## src/rtl/uart_pkg.sv

```systemverilog
// Shared types and elaboration helpers for the UART receive path.
//   parity_t   : parity mode encoding (none / odd / even)
//   rx_state_t : receiver FSM states
//   calc_div   : rounded clock divisor that produces the oversample tick
//   baud_ok    : true when that divisor keeps the line-rate error within 2%
package uart_pkg;

  typedef enum logic [1:0] {
    PAR_NONE = 2'd0,
    PAR_ODD  = 2'd1,
    PAR_EVEN = 2'd2
  } parity_t;

  typedef enum logic [2:0] {
    ST_IDLE,
    ST_START,
    ST_DATA,
    ST_PARITY,
    ST_STOP,
    ST_BREAK
  } rx_state_t;

  function automatic int calc_div(input longint clk_hz, input longint baud,
                                  input longint os);
    longint den;
    den = baud * os;
    if (den <= 0) return 0;
    return int'((clk_hz + den / 2) / den);
  endfunction

  function automatic bit baud_ok(input longint clk_hz, input longint baud,
                                 input longint os);
    longint div;
    longint act;
    longint err;
    div = longint'(calc_div(clk_hz, baud, os));
    if (div < 1) return 1'b0;
    act = clk_hz / (div * os);
    err = (act > baud) ? (act - baud) : (baud - act);
    // err/baud <= 0.02
    return (err * 50 <= baud);
  endfunction

endpackage

```

## src/rtl/sync_fifo.sv

```systemverilog
// First-word-fall-through synchronous FIFO.
//   clk, rst_n  : clock, asynchronous active-low reset (pointers/count only)
//   push        : write push_data when not full (or when popping while full)
//   pop         : remove head word; ignored when empty
//   rd_data     : head word, forced to 0 while empty
//   empty, full : status flags
//   level       : number of stored words
module sync_fifo #(
  parameter  int WIDTH = 8,
  parameter  int DEPTH = 16,
  localparam int AW    = $clog2(DEPTH),
  localparam int LW    = $clog2(DEPTH + 1)
) (
  input  logic             clk,
  input  logic             rst_n,
  input  logic             push,
  input  logic [WIDTH-1:0] push_data,
  input  logic             pop,
  output logic [WIDTH-1:0] rd_data,
  output logic             empty,
  output logic             full,
  output logic [LW-1:0]    level
);

  logic [WIDTH-1:0] r_mem [DEPTH];
  logic [AW-1:0]    r_wr_ptr;
  logic [AW-1:0]    r_rd_ptr;
  logic [LW-1:0]    r_count;
  logic             w_do_pop;
  logic             w_do_push;

  assign empty   = (r_count == '0);
  assign full    = (r_count == LW'(DEPTH));
  assign level   = r_count;
  assign rd_data = empty ? '0 : r_mem[r_rd_ptr];

  // A full FIFO still accepts a word when the head leaves in the same cycle.
  assign w_do_pop  = pop & ~empty;
  assign w_do_push = push & (~full | w_do_pop);

  always_ff @(posedge clk) begin
    if (w_do_push) r_mem[r_wr_ptr] <= push_data;
  end

  always_ff @(posedge clk or negedge rst_n) begin
    if (!rst_n) begin
      r_wr_ptr <= '0;
      r_rd_ptr <= '0;
      r_count  <= '0;
    end else begin
      if (w_do_push) r_wr_ptr <= r_wr_ptr + 1'b1;
      if (w_do_pop)  r_rd_ptr <= r_rd_ptr + 1'b1;
      case ({w_do_push, w_do_pop})
        2'b10:   r_count <= r_count + 1'b1;
        2'b01:   r_count <= r_count - 1'b1;
        default: r_count <= r_count;
      endcase
    end
  end

endmodule

```

## src/rtl/uart_rx_fifo.sv

```systemverilog
// Oversampling UART receiver with checked start/parity/stop bits, a FWFT
// word buffer, and hysteretic active-low RTS flow control.
//   clk, rst_n  : clock, asynchronous active-low reset
//   rx          : asynchronous serial input, idle high
//   rts         : 0 = host may send, 1 = stop
//   out_data    : FIFO head word (valid while out_valid)
//   out_valid   : FIFO non-empty
//   out_ready   : consumer pop request
//   level       : words stored
//   parity_err  : 1-cycle pulse, word dropped for bad parity
//   frame_err   : 1-cycle pulse, word dropped for stop bit = 0
//   overrun     : 1-cycle pulse, word dropped because the FIFO is full
module uart_rx_fifo
  import uart_pkg::*;
#(
  parameter  int CLK_HZ     = 7372800,
  parameter  int BAUD       = 115200,
  parameter  int OVERSAMPLE = 16,
  parameter  int DATA_BITS  = 8,
  parameter  int PARITY     = 0,
  parameter  int FIFO_DEPTH = 16,
  parameter  int RTS_HIGH   = 12,
  parameter  int RTS_LOW    = 4,
  localparam int LVL_W      = $clog2(FIFO_DEPTH + 1)
) (
  input  logic                 clk,
  input  logic                 rst_n,
  input  logic                 rx,
  output logic                 rts,
  output logic [DATA_BITS-1:0] out_data,
  output logic                 out_valid,
  input  logic                 out_ready,
  output logic [LVL_W-1:0]     level,
  output logic                 parity_err,
  output logic                 frame_err,
  output logic                 overrun
);

  localparam int      DIV      = calc_div(CLK_HZ, BAUD, OVERSAMPLE);
  localparam int      DIV_W    = (DIV > 1) ? $clog2(DIV) : 1;
  localparam int      OS_W     = $clog2(OVERSAMPLE);
  localparam int      BIT_W    = $clog2(DATA_BITS);
  localparam parity_t PAR_MODE = parity_t'(PARITY);

  if (DIV < 1 || !baud_ok(CLK_HZ, BAUD, OVERSAMPLE)) begin : g_bad_baud
    $error("uart_rx_fifo: divisor %0d invalid or baud error above 2%%", DIV);
  end
  if (RTS_LOW >= RTS_HIGH) begin : g_bad_rts
    $error("uart_rx_fifo: RTS_LOW must be below RTS_HIGH");
  end

  logic                 r_sync1, r_sync2, r_rx_prev;
  logic [DIV_W-1:0]     r_div_cnt;
  logic [OS_W-1:0]      r_os_cnt;
  logic [BIT_W-1:0]     r_bit_cnt;
  logic [DATA_BITS-1:0] r_shift;
  logic                 r_par_bad;
  rx_state_t            r_state, w_state_nxt;
  logic                 r_rts, r_parity_err, r_frame_err, r_overrun;

  logic                 w_rx, w_fall, w_tick, w_mid_start, w_mid_bit;
  logic                 w_start, w_os_clr, w_shift_en, w_par_chk;
  logic                 w_push, w_perr, w_ferr, w_par_bad_now;
  logic                 w_pop, w_push_acc, w_overrun, w_empty, w_full;
  logic [DATA_BITS-1:0] w_rd_data;
  logic [LVL_W-1:0]     w_level, w_level_nxt;

  // Synchroniser, plus one extra flop for falling-edge detection.
  always_ff @(posedge clk or negedge rst_n) begin
    if (!rst_n) begin
      r_sync1   <= 1'b1;
      r_sync2   <= 1'b1;
      r_rx_prev <= 1'b1;
    end else begin
      r_sync1   <= rx;
      r_sync2   <= r_sync1;
      r_rx_prev <= r_sync2;
    end
  end

  assign w_rx        = r_sync2;
  assign w_fall      = r_rx_prev & ~r_sync2;
  assign w_tick      = (r_div_cnt == DIV_W'(DIV - 1));
  assign w_mid_start = w_tick && (r_os_cnt == OS_W'(OVERSAMPLE / 2 - 1));
  assign w_mid_bit   = w_tick && (r_os_cnt == OS_W'(OVERSAMPLE - 1));
  assign w_par_bad_now = (PAR_MODE == PAR_ODD) ? ~(^r_shift ^ w_rx)
                                               :  (^r_shift ^ w_rx);

  always_ff @(posedge clk or negedge rst_n) begin
    if (!rst_n) r_state <= ST_IDLE;
    else        r_state <= w_state_nxt;
  end

  always_comb begin
    w_state_nxt = r_state;
    w_start     = 1'b0;
    w_os_clr    = 1'b0;
    w_shift_en  = 1'b0;
    w_par_chk   = 1'b0;
    w_push      = 1'b0;
    w_perr      = 1'b0;
    w_ferr      = 1'b0;
    case (r_state)
      ST_IDLE: begin
        if (w_fall) begin
          w_start     = 1'b1;
          w_state_nxt = ST_START;
        end
      end
      ST_START: begin
        if (w_mid_start) begin
          w_os_clr    = 1'b1;
          w_state_nxt = w_rx ? ST_IDLE : ST_DATA;
        end
      end
      ST_DATA: begin
        if (w_mid_bit) begin
          w_os_clr   = 1'b1;
          w_shift_en = 1'b1;
          if (r_bit_cnt == BIT_W'(DATA_BITS - 1))
            w_state_nxt = (PAR_MODE == PAR_NONE) ? ST_STOP : ST_PARITY;
        end
      end
      ST_PARITY: begin
        if (w_mid_bit) begin
          w_os_clr    = 1'b1;
          w_par_chk   = 1'b1;
          w_state_nxt = ST_STOP;
        end
      end
      ST_STOP: begin
        if (w_mid_bit) begin
          w_os_clr = 1'b1;
          // A low stop bit outranks any pending parity error.
          if (!w_rx) begin
            w_ferr      = 1'b1;
            w_state_nxt = ST_BREAK;
          end else begin
            w_perr      = r_par_bad;
            w_push      = ~r_par_bad;
            w_state_nxt = ST_IDLE;
          end
        end
      end
      ST_BREAK: begin
        if (w_rx) w_state_nxt = ST_IDLE;
      end
      default: w_state_nxt = ST_IDLE;
    endcase
  end

  // Tick and bit counters. The divider free-runs but is re-phased on each
  // start edge so the mid-bit samples line up with this frame.
  always_ff @(posedge clk or negedge rst_n) begin
    if (!rst_n) begin
      r_div_cnt <= '0;
      r_os_cnt  <= '0;
      r_bit_cnt <= '0;
      r_par_bad <= 1'b0;
    end else begin
      if (w_start || w_tick) r_div_cnt <= '0;
      else                   r_div_cnt <= r_div_cnt + 1'b1;
      if (w_start || w_os_clr) r_os_cnt <= '0;
      else if (w_tick)         r_os_cnt <= r_os_cnt + 1'b1;
      if (w_start)         r_bit_cnt <= '0;
      else if (w_shift_en) r_bit_cnt <= r_bit_cnt + 1'b1;
      if (w_start)        r_par_bad <= 1'b0;
      else if (w_par_chk) r_par_bad <= w_par_bad_now;
    end
  end

  // LSB arrives first, so shift right and insert at the top.
  always_ff @(posedge clk) begin
    if (w_shift_en) r_shift <= {w_rx, r_shift[DATA_BITS-1:1]};
  end

  sync_fifo #(
    .WIDTH (DATA_BITS),
    .DEPTH (FIFO_DEPTH)
  ) u_fifo (
    .clk       (clk),
    .rst_n     (rst_n),
    .push      (w_push),
    .push_data (r_shift),
    .pop       (w_pop),
    .rd_data   (w_rd_data),
    .empty     (w_empty),
    .full      (w_full),
    .level     (w_level)
  );

  assign w_pop       = out_ready & ~w_empty;
  assign w_push_acc  = w_push & (~w_full | w_pop);
  assign w_overrun   = w_push & w_full & ~w_pop;
  assign w_level_nxt = w_level + LVL_W'(w_push_acc) - LVL_W'(w_pop);

  // RTS tracks the level the FIFO will hold next cycle, so it reacts on the
  // same edge as the push that crosses a threshold.
  always_ff @(posedge clk or negedge rst_n) begin
    if (!rst_n) begin
      r_rts        <= 1'b1;
      r_parity_err <= 1'b0;
      r_frame_err  <= 1'b0;
      r_overrun    <= 1'b0;
    end else begin
      if (w_level_nxt >= LVL_W'(RTS_HIGH))     r_rts <= 1'b1;
      else if (w_level_nxt <= LVL_W'(RTS_LOW)) r_rts <= 1'b0;
      r_parity_err <= w_perr;
      r_frame_err  <= w_ferr;
      r_overrun    <= w_overrun;
    end
  end

  assign rts        = r_rts;
  assign out_data   = w_rd_data;
  assign out_valid  = ~w_empty;
  assign level      = w_level;
  assign parity_err = r_parity_err;
  assign frame_err  = r_frame_err;
  assign overrun    = r_overrun;

endmodule
```

## config.mk

```make
export PLATFORM = sky130hd
export DESIGN_NAME = uart_rx_fifo
export DESIGN_NICKNAME = d
export VERILOG_FILES = /design/src/rtl/uart_pkg.sv /design/src/rtl/sync_fifo.sv /design/src/rtl/uart_rx_fifo.sv
export SDC_FILE = /design/constraint.sdc
export NUM_CORES = 1
export LEC_CHECK = 0
export CORE_MARGIN = 2
export CORE_UTILIZATION = 40
export CTS_BUF_LIST = sky130_fd_sc_hd__clkbuf_16
export DETAILED_ROUTE_END_ITERATION = 6
export GPL_ROUTABILITY_DRIVEN = 0
export SLEW_MARGIN = 20
export SYNTH_ARGS = -nofsm -noshare
export SYNTH_HDL_FRONTEND = slang
export SYNTH_SLANG_ARGS = --single-unit
```

## constraint.sdc

```tcl
create_clock -name clk -period 3 [get_ports clk]
set_input_delay 0.6 -clock clk [delete_from_list [all_inputs] [get_ports clk]]
set_output_delay 0.6 -clock clk [all_outputs]
set_load 0.05 [all_outputs]
```

# Yosys cells after proc, flatten, opt, wreduce, memory -nomap -nowiden
# Memories as Yosys holds them, arrays and structs flattened.
# Cells that the tools add are included.
# Widths: inputs -> output; s select.
# op_classes
n_addsub	9
n_lt_le_gt_ge	2
n_eq_ne	19
muxes	39
bitwise_logic	15
n_reduce_logical	14
# ops
cell	n
$mux 3	10
$mux 1	21
$pmux 3 s6	1
$ne 2x2->1 const B	7
$add 4x1->4 const B	3
$pmux 5 s2	1
$reduce_bool 2->1	5
$eq 3x3->1 const B	3
$mux 4	2
$mux 8	1
$reduce_xor 8->1	1
$and 1x1->1	7
$reduce_and 7->1	1
$eq 3x2->1 const B	2
$add 5x1->5	1
$add 5x1->5 const B	1
$eq 5x5->1 const B	1
$ge 5x4->1 const B	1
$le 5x3->1 const B	1
$logic_not 5->1	1
$not 1->1	5
$sub 5x1->5	1
$sub 5x1->5 const B	1
$eq 2x2->1 const B	2
14 further kinds	18
# totals
regBits	41
ram_bits	128
in_bits	4
output_inout_bits	18
word_cells	115
mem_count	1
# mem_list
memory	depth	width	read_ports	rd_ports_with_merged_regs	wr	line_no	text
u_fifo.r_mem	16	8	1	0	1	sync_fifo.sv:25	logic [WIDTH-1:0] r_mem [DEPTH];

# Logic depth before layout (Yosys ltp)
# depth
depth_word	10
mapped_depth	15
depth_no_buf	14

# Modules after synthesis
# A second synthesis with hierarchy kept.
# hier_totals
cells_unflattened	438
hier_area_um2	7388.3
# modules_own_cells
module	instances	cells_each	area_per_inst_um2	seq_area_each_um2
sync_fifo	1	302	5878.1	4169.0
uart_rx_fifo	1	136	1510.2	745.7

# Worst setup path after synthesis
# OpenSTA, ideal clock, no wires.
# synth_timing
path_type	reg-to-reg
from	register u_fifo.r_count[3], in the netlist u_fifo.level[3]
to	register u_fifo.r_count[4], in the netlist u_fifo.level[4]
setup_time_ns	0.150
arrival_time_ns	2.826
required_time_ns	2.850
path_slack_ns	0.025
stages_incl_launch_ff	13
n_path_buf	1
synth_period_minus_slack_ns	2.975
cell_sequence	dfrtp_1 inv_1 ha_1 nor4b_4 nor2b_2 buf_6 ha_1 fa_1 a21o_1 a21oi_1 xor2_1 nor2_1 xor2_1
# synth_between
elab_chain_cells	8
elab_cells_between_ends	14
classes_between	2 x add/sub; 3 x eq/ne; 1 x mux; 6 x bitwise; 2 x reduce/logical
# synth_rtl
item	line_no	text
start, declared	sync_fifo.sv:28	logic [LW-1:0] r_count;
start signal, assigned	sync_fifo.sv:54	2'b10: r_count <= r_count + 1'b1;
start signal, assigned	sync_fifo.sv:55	2'b01: r_count <= r_count - 1'b1;
start signal, assigned	sync_fifo.sv:56	default: r_count <= r_count;
$logic_not 5->1 *	sync_fifo.sv:32	assign empty = (r_count == '0);
$not 1->1 *	sync_fifo.sv:38, uart_rx_fifo.sv:192	
$and 1x1->1	uart_rx_fifo.sv:192	assign w_pop = out_ready & ~w_empty;
$and 1x1->1 *	sync_fifo.sv:38	assign w_do_pop = pop & ~empty;
net u_fifo.w_do_pop	sync_fifo.sv:29	logic w_do_pop;
$or 1x1->1	sync_fifo.sv:39	assign w_do_push = push & (~full | w_do_pop);
$and 1x1->1	sync_fifo.sv:39	
$eq 2x1->1 / $eq 2x2->1 (equally long branches)	sync_fifo.sv:53	case ({w_do_push, w_do_pop})
$pmux 5 s2 / $reduce_bool 2->1 (equally long branches)	--	
# Mark *: on every way through the listed nets, which the timed path passes. The rest lies on a longest branch.
# A chain may end at the register's enable or synchronous reset.

# Final worst setup path
# layout_timing
from	register u_fifo.r_rd_ptr[0]
to	output port out_data[6]
# layout_between
elab_chain_cells	2
# layout_rtl
item	line_no	text
start, declared	sync_fifo.sv:27	logic [AW-1:0] r_rd_ptr;
start signal, assigned	sync_fifo.sv:52	if (w_do_pop) r_rd_ptr <= r_rd_ptr + 1'b1;
$mem_v2 16x8	--	
$mux 8	sync_fifo.sv:35	assign rd_data = empty ? '0 : r_mem[r_rd_ptr];
end, declared	uart_rx_fifo.sv:30	output logic [DATA_BITS-1:0] out_data,
# No other way between the ends.

==> flow_summary.yaml <==
sta:
  fmax_mhz: 344.6
  timing.final.ws_setup_ps: 98.31
  hold_violations: 0
  rsz0062_at_grt: "false"
  period_share_pct: 96.72
  worst_pin_slew_ps: 745.4
  fin_setup_tns_ps: 0
  whs_ps: 358.7
  drv_slew: 0
  clock_skew_ps: 9.810
  finalSetupViolations: 0
  max-slew-margin-rel_pct: 50.13
  min_period_ps: 2902
drt:
  ant_nets: 0
  vias: 3720
  drt_pass1_iterations: 4
  post_drt_wl_per_cell_um: 19.99
  drcViolationCount: 0
  finalWirelength_mm: 14.03
  vias_per_cell: 5.299
  drtIter0Drc: 204
setup_path:
  critPathArrivalTime_ps: 2300
  crit_path_start: "u_fifo.r_rd_ptr[0]"
  endpoint_kind: "output port"
  r2r_slack_ps: 300
  timing.critical_path.buf_inv: 2
  crit_path_top_delay_cell: "mux4_1"
  cp-start-kind: "flop"
  worstSetupEndpoint: "out_data[6]"
  cp.depth: 5
  required_ps: 2400
  r2r-end: "u_fifo.level[4]"
  slowest_delay_ps: 620
  critical_path.cell_chain: "buf_12, mux4_1, a22oi_1, a21oi_1, buf_4"
  crit_type: "reg2out"
  crit_family: "multiplexers"
  reg2reg_depth: 11
  crit_fanout: 16
  r2r-start: "r_os_cnt[0]"
synthesis:
  synthFlopType: "edfxtp_1"
  synthMostInstantiatedCell: "edfxtp_1"
  ys_top_cells_by_area: "edfxtp_1 (56%), dfrtp_1 (10%), mux4_2 (6.2%), mux4_1 (4.3%), ha_1 (3.3%)"
  synth_seq_area_share_pct: 67.74
  syn_area_per_cell_um2: 17.32
  syn_inst: 419
  ys_warn_count: 0
  ys_top_cells_by_count: "edfxtp_1 (136), dfrtp_1 (29), mux4_2 (20), ha_1 (19), nor2_1 (18)"
  synth_edf_count: 136
  post-synth-top-area-fraction_pct: 56.29
  async_flop_share_pct: 19.53
  syn-num-nets: 444
  ys_seq_elements: 169
  synth_area_mm2: 0.007256
  ys_types: 52
  synth.largest_area_cell: "edfxtp_1"
placed_design:
  placed_area_mm2: 0.007729
  hpwl_mm: 8.780
  port_buffers: 21
  post-place-ws_ps: 61.36
clocking:
  cts_buffers: 17
  tritoncts: "built"
  cts_num_sinks: 169
  path_clk_slew_ps: 60
  ctsHtreeMaxLevel: 4
  hold_buffers: 0
  clockBufferDepth: 2
  cts-root-buf: "clkbuf_16"
  clock_latency_ps: 430
die:
  start_util_pct: 40.53
  io_pins: 22
  core_area_mm2: 0.01790
  die_area_mm2: 0.01923
  rows: 49
  die_height_um: 138.7
  die_w_um: 138.7
global_routing:
  grt_first_pass_wirelength_mm: 21.75
  grt_usage_pct: 15.16
  grt_max_degree: 34
  grt_pass1_vias: 3816
  grt-ovfl-total: 0
  antenna_found_initial: 0
final_layout:
  fin_nets: 485
  design_area_mm2: 0.008419
  syn2layout_area_growth_pct: 16.04
  antennaDiodeCount: 0
  fill_cells: 1517
  drive_gt1_share_pct: 21.14
hold_path:
  whs_path_depth: 0
  hold_class: "reg2reg"
  worstHoldStart: "r_sync1"
power_and_ir_drop:
  power.density_mw_per_mm2: 940.6
  leakage_uw: 0.002982
  ir_drop_uv: 820.5
outcome:
  status: "finished clean"
run:
  max-cap-violations: 0
[sequential cells by signal, indices dropped and copies added (netlist names), 2 cells and up]
name,flops
u_fifo.r_mem,128
r_shift,8
u_fifo.level,5
r_os_cnt,4
u_fifo.r_rd_ptr,4
u_fifo.r_wr_ptr,4
r_bit_cnt,3
r_state,3
r_div_cnt,2
[worst register-to-register path, stage by stage, from the launching register on]
cell and delay (ps):
dfrtp_1 390, ha_1 210, and3_1 220, and2_2 210
nand3_4 80, ha_1 290, fa_1 430, a21o_1 200
a21oi_1 180, xor2_1 160, nor2_1 70, xor2_1 140
[how the worst min path moves through the flow]
stage / end / slack, ps
floorplan: frame_err / 300
global placement: r_sync2 / 350
detailed placement: r_sync2 / 350
CTS: r_sync2 / 360
global route: r_sync2 / 370
finish: r_sync2 / 360
[cell type report]
class | instances | area [um2] | area share, %
timing repair buffer | 41 | 384.1 | 4.562
multi-input combinational | 213 | 2136 | 25.37
clock inverter | 15 | 203.9 | 2.422
clock buffer | 17 | 425.4 | 5.053
tap | 229 | 286.5 | 3.403
sequential | 169 | 4916 | 58.39
inverter | 18 | 67.56 | 0.8025
[per-layer routing]
metal	track usage (%)	vias up	routed length, um
met5	0	-	0
met4	3.509	0	88
met3	4.178	9	593
met2	24.86	78	7094
met1	20.42	1928	6257
li1	-	1705	-
[layout by cell type (no fill, tap or decap), types with 8 or more instances in the layout]
cell type / n
dfrtp_1: 28
inv_1: 18
nand2_1: 16
mux4_1: 12
nor2_1: 18
and2_1: 11
xor2_1: 8
clkbuf_16: 17
a22oi_1: 12
o21ai_0: 12
mux4_2: 20
edfxtp_1: 136
clkdlybuf4s50_1: 12
buf_4: 25
a21oi_1: 15
xnor2_1: 17
ha_1: 19
[per-stage QoR]
step,total power [uW],util [%],std cells
after global placement,5502,43.17,667
after global routing,8309,47.03,702
final,7920,47.03,702
after floorplan,4907,-,419
after CTS,7960,46.86,700
after detailed placement,5574,43.17,667
[cell families (layout without fill, tap and decap cells)]
group                    count (synthesis)  after routing  share of synthesized area, %
multiplexers                            38             38                         11.47
flip-flops                             169            169                         67.74
AO/OA/AOI/OAI                           50             50                         4.260
buffers and inverters                   37             91                         3.104
AND/OR/NAND/NOR                         79             79                         6.588
adder cells (fa/ha/maj)                 21             21                         3.828
XOR/XNOR                                25             25                         3.018
[report_power, final]
group	total (uW)	switching, uW	leakage [uW]	internal, uW
Sequential	2840	205	0.00162	2640
Combinational	2760	1590	0.00106	1180
Clock	2310	969	0.000309	1350
Total	7920	2760	0.00298	5160
[timing repair]
| item | 4_1_cts | 5_1_grt |
|---|---|---|
| endpoints found under the hold margin | 0 | 0 |
| setup endpoints to repair | 3 | 6 |
| cloned | 1 | 0 |
| resized for setup | 1 | 5 |
| buffers inserted | 0 | 2 |
(Power assumes the default switching activity.)
==> RTL edit 1: new RTL, same flow settings <==
Re-encode `rx_state_t` (6 states) as one-hot, 6 bits wide.
--- a/src/rtl/uart_pkg.sv
+++ b/src/rtl/uart_pkg.sv
@@ -13,9 +13,9 @@
 
-  typedef enum logic [2:0] {
-    ST_IDLE,
-    ST_START,
-    ST_DATA,
-    ST_PARITY,
-    ST_STOP,
-    ST_BREAK
+  typedef enum logic [5:0] {
+    ST_IDLE   = 6'b000001,
+    ST_START  = 6'b000010,
+    ST_DATA   = 6'b000100,
+    ST_PARITY = 6'b001000,
+    ST_STOP   = 6'b010000,
+    ST_BREAK  = 6'b100000
   } rx_state_t;
Formal check against the unedited RTL: no difference found for any inputs over 10 cycles, from zero or initial values and one cycle with rst_n low; not proved beyond that.
==> RTL edit 1 against the unedited design <==
  * Sequential cell count up 2
  * Synthesized area down 0.74%
  * Final area up 2.0%
  * Power up 4.8%
  * Maximum frequency down 0.27%
  * Synthesized cell count up 0.24%
  * Combinational power up 13%
  * Routed wire length down 1.4%
  * Setup slack worse by 0.0080 ns
==> RTL edit 1: results (changes against the unedited design) <==
* CTS Buf Count at 17 (unchanged)
* GR Util met1 at 0.201 (-0.00315)
* Synth Flop Type: edfxtp_1
* Worst slack, placed at -0.0242 ns (-0.0855 ns)
* Synth Warn # at 0 (unchanged)
* Wire per inst at 19.5 um (-2.6%)
* Fin nets at 494 (+1.9%)
* DRC at 0 (unchanged)
* Hold/Removal Path Class: in2async
* Mapped Nets at 445 (+0.23%)
* Worst stage delay on the critical path at 0.55 ns (-0.07 ns)
* Data arrival, critical path at roughly 2.3 ns
* Largest regs: u_fifo.r_mem x128, r_shift x8
* Slew headroom at 0.454 (-0.0475)
* Worst-path fanout max at 8 (-8)
* VDD IR-drop max at 0.00100 V (+22%)
* Sequential area share after synthesis at 0.690 (+0.0122)
* Skew final at 0.00831 ns (-0.00150 ns)
* Antenna diodes at 0 (unchanged)
* Clock root buffer master: clkbuf_16
* Crit-path slowest cell: mux4_2
* Via density at 5.18 (-2.3%)
* Global-route wire length before repair at 22.1 mm (+1.5%)
* Run status: completed
* Largest net degree at the start of global routing at 36 (+5.9%)
* Number of global-route vias before repair at 4016 (+5.2%)
* GR Layer Usage met3 at 0.0364 (-0.00541)
* PortBufs at 21 (unchanged)
* TritonRoute pass-1 iters at 4 (unchanged)
* Area post-placement at 0.00793 sq mm (+2.6%)
* Final core area utilization at 0.481 (+0.0112)
* Yosys cell types at 49 (-5.8%)
* H-tree depth at 4 (unchanged)
* Clock buffer depth at 2 (unchanged)
* Clock slew at reported path FFs at 0.07 ns
* Initial antenna violation count at 0 (unchanged)
* Number of synthesized flops with an enable pin at 136 (unchanged)
* Grt met2 use at 0.252 (+0.00391)
* Share of layout cells above drive strength 1 at 0.272 (+0.0604)
* Iter 0 DRT Violations at 224 (+9.8%)
* Leakage at 3.06 nW (+2.7%)
* CP delay by family, top: multiplexers
* GRT Util Overall at 0.154 (+0.00218)
* Post-synth top cells: 136 x edfxtp_1, 32 x mux4_2, 30 x dfrtp_1, 25 x nor2_1
* Synth top area cells: edfxtp_1 57%, dfrtp_1 10%, mux4_2 10%, ha_1 3.3%, mux2i_1 2.6%
* Clock Latency Late Sink at 0.43 ns (about the same)
* Post-DP HPWL at 9.01 mm (+2.6%)
* Ys async rst share at 0.205 (+0.00941)
## RTL edit 1: cell types whose count changed in the layout (fill, tap and decap cells not counted), moves of 5 or more
cell      before  now
mux4_2        20   32
buf_12         2    8
a21oi_1       15    6
nand2b_1       1    8
mux4_1        12    0
and2_1        11    2
nor3_1         2    7
nor2_1        18   25
mux2i_1        4   19
a22oi_1       12    0
buf_4         25   30
o22ai_1        1    8
inv_1         18   11
## RTL edit 1: logic make-up after synthesis
logic type	synth area share
buffers and inverters	0.0208
AOI/OAI and AO/OA	0.0287
muxes	0.130
xor gates and xnor gates	0.0243
and+or+nand+nor	0.0684
adders and majority gates	0.0386
DFF	0.690
## RTL edit 1: final timing paths
kind | endpoint | from | cells after the start | slack, ns
max in group asynchronous | u_fifo.r_rd_ptr[0] | rst_n | 1 | 2.13
hold / removal | r_div_cnt[1] | rst_n | 1 | 0.26
min in group clk | r_sync2 | r_sync1 | 0 | 0.36
setup / recovery | out_data[1] | u_fifo.r_rd_ptr[0] | 5 | 0.09
setup reg to reg | u_fifo.level[4] | r_state[2] | 11 | 0.25
hold reg to reg | r_sync2 | r_sync1 | 0 | 0.36
## RTL edit 1: area by class of cell
type	instances	area, sq um
tap	229	287
timing repair buffer	51	510
clock inverter	15	211
clock buffer	17	425
multi-input combinational	214	2130
sequential	171	4970
inverter	14	52.6
fill	1494	9250
## RTL edit 1: stage by stage
step | hold WS (ns) | power [W] | cells
after floorplan | 0.304 | 0.00492 | 420
after global placement | 0.346 | 0.00593 | 676
after detailed placement | 0.351 | 0.00600 | 676
after CTS | 0.287 | 0.00839 | 711
after global routing | 0.313 | 0.00869 | 711
final | 0.263 | 0.00830 | 711
## RTL edit 1: power by group
part	internal (W)	total, W	switching (W)
sequential	0.00267	0.00284	0.000171
combinational	0.00147	0.00311	0.00163
clock	0.00141	0.00235	0.000938
total	0.00555	0.00830	0.00274
## RTL edit 1: routing by layer
layer | wire [um] | part of all wire
met5 | 0 | 0
met4 | 256 | 0.018
met1 | 6150 | 0.44
met3 | 600 | 0.043
met2 | 6840 | 0.49
## RTL edit 1: repair_timing
item / CTS / global route
gates resized for setup: 1 / 0
setup endpoints to repair: 8 / 0
setup buffers: 3 / 0
==> RTL edit 2: new RTL, config.mk and constraints unchanged <==
Without the edit above. Change the parameter `DATA_BITS` from 8 to 16.
--- a/src/rtl/uart_rx_fifo.sv
+++ b/src/rtl/uart_rx_fifo.sv
@@ -18,3 +18,3 @@
   parameter  int OVERSAMPLE = 16,
-  parameter  int DATA_BITS  = 8,
+  parameter  int DATA_BITS  = 16,
   parameter  int PARITY     = 0,
Interface: changed (resized out_data); port bits go from 22 to 30. The function was not compared with the original's and may differ.
==> RTL edit 2 against the unedited design <==
  * The flow now finishes with violations (setup timing)
  * Setup slack worse by 0.34 ns
  * Hold slack worse by 0.0040 ns
  * Largest cell class unchanged
  * Power is 76% higher
  * Sequential cell count is 137 higher
  * Synthesized area is 70% higher
  * Maximum frequency is 11% lower
  * Routed wire length is 83% higher
  * Count of clock-buffer cells in the layout is 14 higher
  * Final area is 75% higher
==> RTL edit 2: results (changes against the unedited design) <==
* Run status: finished, violations left
* Failing checks: setup timing
* CP delay by family, top: multiplexers
* Iter 0 DRT Violations at 469 (+130%)
* Via density at 5.39 (+1.8%)
* Number of synthesized flops with an enable pin at 272 (+100%)
* Worst R2R Setup Slack at 0.22 ns (-0.08 ns)
* Fin nets at 709 (+46%)
* Reg2reg start: u_fifo.level[3]
* Synth Area in Adders at 0.0215 (-0.0168)
* Max reg flops at 256 (+100%)
* Setup violators final at 16 (+16)
* Hold_sp: r_sync1
* Number of global-route vias before repair at 6319 (+66%)
* Reg-to-reg endpoint: rts
* Mapped Nets at 634 (+43%)
* H-tree depth at 1 (-3)
* Post-synth top cells: 272 x edfxtp_1, 80 x mux4_2, 30 x dfrtp_1, 20 x xnor2_1
* Clock slew at reported path FFs at 0.06 ns (about the same)
* Antenna diodes at 0 (unchanged)
* Leakage at 5.02 nW (+68%)
* Post-synthesis mux area share at 0.150 (+0.0355)
* Synth top area cells: edfxtp_1 66%, mux4_2 15%, dfrtp_1 6.1%, ha_1 1.8%, xnor2_1 1.4%
* Worst stage delay on the critical path at 0.53 ns (-0.09 ns)
* Initial antenna violation count at 0 (unchanged)
* Global-route wire length before repair at 38.9 mm (+79%)
* Synth Area in XOR/XNOR at 0.0252 (-0.00495)
* CTS Buf Count at 31 (+14)
* VDD IR-drop max at 0.000550 V (-33%)
* Data arrival, critical path at 2.65 ns (+0.35 ns)
* Ys async rst share at 0.111 (-0.0842)
* Clock Latency Late Sink at 0.57 ns (+0.14 ns)
* GRT Util Overall at 0.160 (+0.00817)
* Yosys cell types at 47 (-9.6%)
* Crit-path slowest cell: mux4_2
* Routed wire length at 25.7 mm (+83%)
* Clock buffer depth at 3 (+1)
* Sequential area share after synthesis at 0.731 (+0.0533)
* TritonRoute pass-1 iters at 5 (+1)
* Final hold slack at 0.355 ns (-0.00404 ns)
* Largest net degree at the start of global routing at 41 (+21%)
* Post-synthesis compound-gate area fraction at 0.0138 (-0.0288)
* Depth of the most critical reg-to-reg path at 14 (+3)
* PortBufs at 29 (+38%)
* Synth Warn # at 0 (unchanged)
* Worst slack, placed at -0.0282 ns (-0.0896 ns)
* Final setup margin at -0.246 ns (-0.345 ns)
* Post-DP HPWL at 13.8 mm (+57%)
* Share of layout cells above drive strength 1 at 0.299 (+0.0872)
* Worst Max-Slew Pin Slew at 0.613 ns (-0.132 ns)
* Hold endpoint: r_sync2
* Skew final at 0.0167 ns (+0.00684 ns)
* Worst-path fanout max at 6 (-10)
RTL edit 2: report_power, final:
group	switching [W]	internal [W]
sequential	0.000153	0.00471
clock	0.00159	0.00232
combinational	0.00259	0.00259
RTL edit 2: worst max-delay path by stage:
stage	start	end	slack, ns	cells past startpoint
global route	u_fifo.r_rd_ptr[0]	out_data[1]	-0.31	6
floorplan	u_fifo.level[2]	u_fifo.r_mem[1][0]	-0.003	7
global placement	out_ready	u_fifo.level[4]	0.11	12
CTS	u_fifo.r_rd_ptr[0]	out_data[4]	-0.31	7
finish	u_fifo.r_rd_ptr[0]	out_data[10]	-0.25	6
detailed placement	out_ready	u_fifo.level[4]	-0.03	12
RTL edit 2: timing repair:
action,in CTS,in global routing
hold buffers,0,0
cloned,2,2
resized for setup,37,8
setup buffers,7,0
setup endpoints to repair,16,19
RTL edit 2: kinds of logic (layout without fill, tap and decap cells):
group / after synthesis / after routing
xor+xnor: 34 / 34
fa+ha+maj: 20 / 20
buf+inv: 44 / 144
mux: 85 / 85
simple gates: 94 / 94
compound gates: 27 / 27
flops: 306 / 306
RTL edit 2: area by class of cell:
| type | instances | area, sq um |
|---|---|---|
| sequential | 306 | 9030 |
| multi-input combinational | 260 | 3200 |
| fill | 2456 | 15800 |
| clock inverter | 27 | 269 |
| inverter | 16 | 60.1 |
| clock buffer | 31 | 776 |
| tap | 396 | 495 |
| timing repair buffer | 70 | 926 |
RTL edit 2: routing by layer:
metal  GRT usage  part of all wire  up-vias  wire (um)
met5           0                 0        -          0
met4      0.0319             0.018        0        458
met3      0.0229             0.045       36       1170
met2       0.263              0.49      148      12500
met1       0.230              0.45     3179      11500
li1            -                 -     2601          -
RTL edit 2: per-stage QoR:
step	util	area, sq um	power, W	cells	TNS, ns
detailed placement	0.441	13400	0.00950	1039	-0.0282
global route	0.484	14800	0.0145	1106	-4.61
global placement	0.441	13400	0.00938	1039	0
floorplan	-	12400	0.00828	610	-0.0527
CTS	0.483	14700	0.0140	1106	-4.35
finish	0.484	14800	0.0139	1106	-3.48
